--- src/rtl/lane_pkg.sv ---
// Shared encodings and default playfield geometry for Lane Surfer.
// The geometry constants are also used by the obstacle renderer, so the
// player and the obstacles agree on where each lane sits.
package lane_pkg;

    typedef enum logic {
        IDLE  = 1'b0,
        SLIDE = 1'b1
    } state_t;

    typedef enum logic {
        DIR_LEFT  = 1'b0,
        DIR_RIGHT = 1'b1
    } dir_t;

    localparam int GEO_NUM_LANES = 5;
    localparam int GEO_X_ORIGIN  = 32;
    localparam int GEO_LANE_PIX  = 64;

endpackage

--- src/rtl/button_conditioner.sv ---
// One button's input path: 2-flop synchroniser, rising-edge detect and a
// tick-based hold-to-repeat counter. The counter runs only while this
// button is held alone and the game is not frozen.
module button_conditioner
    import lane_pkg::*;
#(
    parameter int REPEAT_DELAY = 30,
    parameter int REPEAT_RATE  = 8
) (
    input  logic clk,
    input  logic reset,
    input  logic tick,
    input  logic btn,
    input  logic other,
    input  logic freeze,
    output logic level,
    output logic press,
    output logic rep
);

    localparam int CNT_W = $clog2(REPEAT_DELAY + 1);

    logic             sync1_r;
    logic             sync2_r;
    logic             prev_r;
    logic [CNT_W-1:0] cnt_r;
    logic [CNT_W-1:0] cnt_s;
    logic             rep_s;

    // Synchronise the raw button and keep the previous synchronised value.
    always_ff @(posedge clk or posedge reset) begin
        if (reset) begin
            sync1_r <= 1'b0;
            sync2_r <= 1'b0;
            prev_r  <= 1'b0;
        end else begin
            sync1_r <= btn;
            sync2_r <= sync1_r;
            prev_r  <= sync2_r;
        end
    end

    // Repeat counter: after the first repeat it is rewound so the next
    // repeat lands REPEAT_RATE ticks later instead of REPEAT_DELAY.
    always_comb begin
        cnt_s = cnt_r;
        rep_s = 1'b0;
        if (freeze || !sync2_r || other) begin
            cnt_s = '0;
        end else if (tick) begin
            if (cnt_r == CNT_W'(REPEAT_DELAY - 1)) begin
                rep_s = 1'b1;
                cnt_s = CNT_W'(REPEAT_DELAY - REPEAT_RATE);
            end else begin
                cnt_s = cnt_r + CNT_W'(1);
            end
        end else begin
            cnt_s = cnt_r;
        end
    end

    // Repeat counter register.
    always_ff @(posedge clk or posedge reset) begin
        if (reset) begin
            cnt_r <= '0;
        end else begin
            cnt_r <= cnt_s;
        end
    end

    assign level = sync2_r;
    assign press = sync2_r & ~prev_r;
    assign rep   = rep_s;

endmodule

--- src/rtl/lane_player_ctrl.sv ---
// Player lane controller: turns conditioned left/right events into lane
// moves, animates the sprite between lanes on frame ticks and keeps one
// queued move so quick taps during a slide are not lost.
module lane_player_ctrl
    import lane_pkg::*;
#(
    parameter int NUM_LANES    = GEO_NUM_LANES,
    parameter int LANE_W       = 3,
    parameter int START_LANE   = 2,
    parameter int X_W          = 10,
    parameter int X_ORIGIN     = GEO_X_ORIGIN,
    parameter int LANE_PIX     = GEO_LANE_PIX,
    parameter int STEP_PIX     = 8,
    parameter int REPEAT_DELAY = 30,
    parameter int REPEAT_RATE  = 8
) (
    input  logic                 clk,
    input  logic                 reset,
    input  logic                 tick,
    input  logic                 left,
    input  logic                 right,
    input  logic                 freeze,
    output logic [LANE_W-1:0]    lane,
    output logic [LANE_W-1:0]    target_lane,
    output logic [X_W-1:0]       x_pos,
    output logic                 moving,
    output logic                 bump,
    output logic [NUM_LANES-1:0] led_pos
);

    localparam logic [LANE_W-1:0] LAST_LANE = LANE_W'(NUM_LANES - 1);
    localparam logic [LANE_W-1:0] INIT_LANE = LANE_W'(START_LANE);

    function automatic logic [X_W-1:0] lane_x(input logic [LANE_W-1:0] l);
        lane_x = X_W'(X_ORIGIN) + X_W'(l) * X_W'(LANE_PIX);
    endfunction

    function automatic logic [NUM_LANES-1:0] onehot(input logic [LANE_W-1:0] l);
        onehot = {{(NUM_LANES-1){1'b0}}, 1'b1} << l;
    endfunction

    logic level_l_s, level_r_s, press_l_s, press_r_s, rep_l_s, rep_r_s;
    logic ev_l_s, ev_r_s, req_l_s, req_r_s, ok_l_s, ok_r_s, bump_s;

    state_t                 state_r, state_s;
    logic [LANE_W-1:0]      lane_r, lane_s, tgt_r, tgt_s;
    logic [X_W-1:0]         x_r, x_s, goal_x_s, dist_s;
    logic                   pend_v_r, pend_v_s, bump_r;
    dir_t                   pend_dir_r, pend_dir_s;
    logic [NUM_LANES-1:0]   led_r, led_s;

    button_conditioner #(.REPEAT_DELAY(REPEAT_DELAY), .REPEAT_RATE(REPEAT_RATE)) u_left (
        .clk(clk), .reset(reset), .tick(tick), .btn(left), .other(level_r_s),
        .freeze(freeze), .level(level_l_s), .press(press_l_s), .rep(rep_l_s)
    );

    button_conditioner #(.REPEAT_DELAY(REPEAT_DELAY), .REPEAT_RATE(REPEAT_RATE)) u_right (
        .clk(clk), .reset(reset), .tick(tick), .btn(right), .other(level_l_s),
        .freeze(freeze), .level(level_r_s), .press(press_r_s), .rep(rep_r_s)
    );

    // Simultaneous events on both sides cancel; validity is judged from
    // target_lane because that is where the next move would start.
    assign ev_l_s   = press_l_s | rep_l_s;
    assign ev_r_s   = press_r_s | rep_r_s;
    assign req_l_s  = ev_l_s & ~ev_r_s & ~freeze;
    assign req_r_s  = ev_r_s & ~ev_l_s & ~freeze;
    assign ok_l_s   = req_l_s & (tgt_r != '0);
    assign ok_r_s   = req_r_s & (tgt_r != LAST_LANE);
    assign bump_s   = (req_l_s & ~ok_l_s) | (req_r_s & ~ok_r_s);
    assign goal_x_s = lane_x(tgt_r);
    assign dist_s   = (x_r > goal_x_s) ? (x_r - goal_x_s) : (goal_x_s - x_r);

    // Next-state logic for the IDLE/SLIDE machine, pending buffer and sprite x.
    always_comb begin
        state_s    = state_r;
        lane_s     = lane_r;
        tgt_s      = tgt_r;
        x_s        = x_r;
        pend_v_s   = pend_v_r;
        pend_dir_s = pend_dir_r;
        led_s      = led_r;
        case (state_r)
            IDLE: begin
                if (ok_l_s) begin
                    tgt_s   = tgt_r - LANE_W'(1);
                    state_s = SLIDE;
                end else if (ok_r_s) begin
                    tgt_s   = tgt_r + LANE_W'(1);
                    state_s = SLIDE;
                end else begin
                    state_s = IDLE;
                end
                pend_v_s = 1'b0;
            end
            SLIDE: begin
                if (ok_l_s) begin
                    pend_v_s   = 1'b1;
                    pend_dir_s = DIR_LEFT;
                end else if (ok_r_s) begin
                    pend_v_s   = 1'b1;
                    pend_dir_s = DIR_RIGHT;
                end else begin
                    pend_dir_s = pend_dir_r;
                end
                if (freeze) begin
                    pend_v_s = 1'b0;
                end else begin
                    pend_dir_s = pend_dir_s;
                end
                if (tick) begin
                    if (dist_s <= X_W'(STEP_PIX)) begin
                        x_s    = goal_x_s;
                        lane_s = tgt_r;
                        led_s  = onehot(tgt_r);
                        if (pend_v_s) begin
                            tgt_s    = (pend_dir_s == DIR_LEFT) ? (tgt_r - LANE_W'(1))
                                                                : (tgt_r + LANE_W'(1));
                            pend_v_s = 1'b0;
                        end else begin
                            state_s = IDLE;
                        end
                    end else if (x_r > goal_x_s) begin
                        x_s = x_r - X_W'(STEP_PIX);
                    end else begin
                        x_s = x_r + X_W'(STEP_PIX);
                    end
                end else begin
                    x_s = x_r;
                end
            end
            default: begin
                state_s  = IDLE;
                pend_v_s = 1'b0;
            end
        endcase
    end

    // Controller state and output registers.
    always_ff @(posedge clk or posedge reset) begin
        if (reset) begin
            state_r    <= IDLE;
            lane_r     <= INIT_LANE;
            tgt_r      <= INIT_LANE;
            x_r        <= lane_x(INIT_LANE);
            pend_v_r   <= 1'b0;
            pend_dir_r <= DIR_LEFT;
            bump_r     <= 1'b0;
            led_r      <= onehot(INIT_LANE);
        end else begin
            state_r    <= state_s;
            lane_r     <= lane_s;
            tgt_r      <= tgt_s;
            x_r        <= x_s;
            pend_v_r   <= pend_v_s;
            pend_dir_r <= pend_dir_s;
            bump_r     <= bump_s;
            led_r      <= led_s;
        end
    end

    assign lane        = lane_r;
    assign target_lane = tgt_r;
    assign x_pos       = x_r;
    assign moving      = (state_r == SLIDE);
    assign bump        = bump_r;
    assign led_pos     = led_r;

endmodule

--- config.mk ---
export PLATFORM = sky130hd
export DESIGN_NAME = lane_player_ctrl
export DESIGN_NICKNAME = d
export VERILOG_FILES = /design/src/rtl/lane_pkg.sv /design/src/rtl/button_conditioner.sv /design/src/rtl/lane_player_ctrl.sv
export SDC_FILE = /design/constraint.sdc
export NUM_CORES = 1
export LEC_CHECK = 0
export CORE_MARGIN = 2
export CORE_UTILIZATION = 37
export CTS_CLUSTER_SIZE = 20
export DETAILED_ROUTE_END_ITERATION = 8
export SKIP_CTS_REPAIR_TIMING = 1
export SLEW_MARGIN = 20
export SYNTH_ARGS = -nofsm -noshare
export SYNTH_HDL_FRONTEND = slang
export SYNTH_SLANG_ARGS = --single-unit
--- constraint.sdc ---
create_clock -name clk -period 4.7 [get_ports clk]
set_clock_uncertainty 0.15 [all_clocks]
set_input_delay 0.705 -clock clk [delete_from_list [all_inputs] [get_ports clk]]
set_output_delay 0.705 -clock clk [all_outputs]
set_load 0.02 [all_outputs]
==> results.toml <==
[detailed_routing]
firstDrtPassIters = 4
wl_per_cell_um = 13.7
post_drt_via_cell_ratio = 5.30
vias = 1945
drt_iter0_drc = 101
drtAntennaViolNets = 0
drcViolationCount = 0
wl_um = 5050

[placement]
portBuffers = 25
place_inst = 359
post_dp_cell_area_sq_mm = 0.00277
pre_cts_ws_ns = 1.04
routabilityCongestion = 0.801
hpwl_um = 3650

[worst_setup_path]
worstSetupPathType = "reg2reg"
crit_path_end_kind = "flop"
cp.required_ns = 4.73
slowest_stage = "dfrtp_1"
slowest_delay_ns = 0.55
rr_startpoint = "target_lane[0]"
r2r_cells = 13
cp.arrival_ns = 3.69
path_buf_inv = 1
r2r_end = "x_pos[8]"
cp-start-kind = "flop"
ff2ff_setup_slack_ns = 1.04
crit_fanout = 8
crit_chain = "inv_1 > ha_1 > a2111o_1 > o211ai_1 > nand2_1 > ha_1 > a21o_1 > a21oi_1 > o21bai_1 > a21oi_1 > xor2_1 > nor2_1 > a211o_1"
crit_family = "compound AO/OA/AOI/OAI gates"

[power]
power_frac_clock_pct = 11.9
vdd_drop_max_mv = 0.287
power_density_mw_per_mm2 = 696
p_int_uw = 1100
switching_power_uw = 897
combPwrFrac_pct = 61.2
pwr-share-seq_pct = 26.8
netSwitchingFraction_pct = 45.0
p_leak_uw = 0.00130

[die]
die_h_um = 85.6
core_sq_mm = 0.00639
dieWidth_um = 85.6
design.die.area_sq_mm = 0.00733
pin_count = 29
rows = 29
initial_utilization_pct = 38.6

[min_path]
hold_depth = 0
hold_path.class = "reg2reg"
min_from = "u_left.sync1_r"
worstHoldEndpoint = "u_left.level"

[layout]
drive_above_1_share_pct = 8.28
nFillCells = 619
final_cell_area_sq_mm = 0.00287
layout.nets = 321
area_growth_pct = 16.4
antenna_cells = 0
fin_cells = 367
seqCellArea_sq_um = 957
multi_input_area_sq_mm = 0.00138

[synth]
yosysWarnings = 0
async_flop_share_pct = 100
netlist_top_cells_count = "dfrtp_1, nand2_1, ha_1, nor2_1, inv_1"
synth_top_cell_area_share_pct = 33.5
synth-seq-cells = 38
synth_edf_count = 0
synth_ff_type = "dfrtp_1"
netlist_instances = 266
synth_area_leaders = "dfrtp_1, ha_1, dfstp_2, nand2_1, nor2_1"
syn_area_sq_mm = 0.00246
yosysSeqAreaShare_pct = 38.8
ys_types = 55
yosys.area.top_type = "dfrtp_1"
yosysMostFrequentCell = "dfrtp_1"
synth.avg_cell_area_sq_um = 9.27

[timing]
setup_slack_ns = 1.04
timing.fmax_ghz = 0.273
slew_violations = 0
worst_pin_slew_ns = 0.505
period_minus_slack_ns = 3.66
fin_crit_sh_pct = 77.9
finalHoldViolCount = 0
slew-limit-headroom_pct = 66.3
setup_violations = 0
fin_hold_ws_ns = 0.203
setup_tns_ns = 0
rsz0062_at_grt = "false"

[flow_run]
cap_violations = 0

[clock_network]
clk_pin_slew_ns = 0.08
clkLatencyLatePin_ns = 0.29
cts_sinks = 38
cts_buffers = 5
ctsHtreeMaxLevel = 2
cts_tree = "done"
cts-root-buf = "clkbuf_8"
clk_path_buf_depth = 2

[grt]
grt_use_total_pct = 14.5
grt_remaining_overflow = 0
grt_pass1_vias = 1740
antenna_found_initial = 0
grt_max_degree = 39
grt_pass1_wl_um = 8580

[status]
outcome = "completed"
worst reg2reg max path, cell delays in order (launching register included):
cell	delay, ns
dfrtp_1	0.55
inv_1	0.18
ha_1	0.43
a2111o_1	0.46
o211ai_1	0.14
nand2_1	0.25
ha_1	0.34
a21o_1	0.15
a21oi_1	0.21
o21bai_1	0.09
a21oi_1	0.17
xor2_1	0.16
nor2_1	0.05
a211o_1	0.21
state kept, by name (all words and copies together) (netlist names):
signal           count
u_right.sync1_r      1
u_left.prev_r        1
x_pos                7
led_pos              5
pend_dir_r           1
u_right.prev_r       1
u_left.sync1_r       1
moving               1
bump                 1
u_left.cnt_r         5
target_lane          3
u_right.level        1
pend_v_r             1
u_right.cnt_r        5
u_left.level         1
lane                 3
cell type report:
class                   instances  area share (%)
repair buffers                 28            9.51
flip-flops and latches         38            33.4
clock buffers                   6            2.88
clock inverters                 2           0.436
inverters                      19            2.49
multi-input cells             197            48.0
well taps                      77            3.36
metal layers:
metal	up-vias	track usage, %	part of all wire (%)
met4	0	3.90	0.26
li1	971	-	-
met3	3	3.37	5.0
met2	46	21.5	43
met5	-	0	0
met1	925	21.3	51
kinds of logic after synthesis:
logic type / share of synthesized area [%]
buffers and inverters: 5.63
flip-flops: 38.8
multiplexers: 2.18
XOR/XNOR: 4.26
adder cells (fa/ha/maj): 13.8
other: 0.152
AND/OR/NAND/NOR: 16.9
AO/OA/AOI/OAI: 18.2
how the worst max path moves through the flow:
stage | startpoint | slack [ns] | to | cells past startpoint
CTS | target_lane[0] | 1.03 | x_pos[9] | 13
global placement | target_lane[0] | 1.03 | x_pos[8] | 13
detailed placement | target_lane[0] | 1.04 | x_pos[9] | 13
floorplan | target_lane[0] | 1.27 | x_pos[8] | 13
global route | target_lane[0] | 0.70 | x_pos[9] | 13
finish | target_lane[0] | 1.04 | x_pos[8] | 13
layout by cell type, fill, tap and decap left out, drive strengths merged, types with 3 or more instances in the layout:
master,n
nor2b,3
o21a,3
clkdlybuf4s50,25
o21ai,13
mux2,3
dfrtp,33
inv,19
nor2,23
or2,3
buf,3
a211oi,3
nand3,6
xnor2,7
clkbuf,6
dfstp,5
nand2,27
conb,3
nand4,4
ha,24
a21oi,17
nor3,9
o21bai,3
xor2,5
per-stage QoR:
step           util [%]  power [uW]
2_1_floorplan         -        1440
3_3_place_gp       43.4        1750
3_5_place_dp       43.4        1760
4_1_cts            44.9        2010
5_1_grt            44.9        2200
6_report           44.9        2000
power groups by stage:
| stage | sequential [uW] | combinational [uW] | clock (uW) |
|---|---|---|---|
| after floorplan | 579 | 861 | 0 |
| after global placement | 541 | 1210 | 0 |
| after detailed placement | 543 | 1220 | 0 |
| after CTS | 538 | 1220 | 247 |
| after global routing | 552 | 1390 | 266 |
| final | 536 | 1220 | 238 |
No activity file was read; power rests on OpenSTA's default activity.
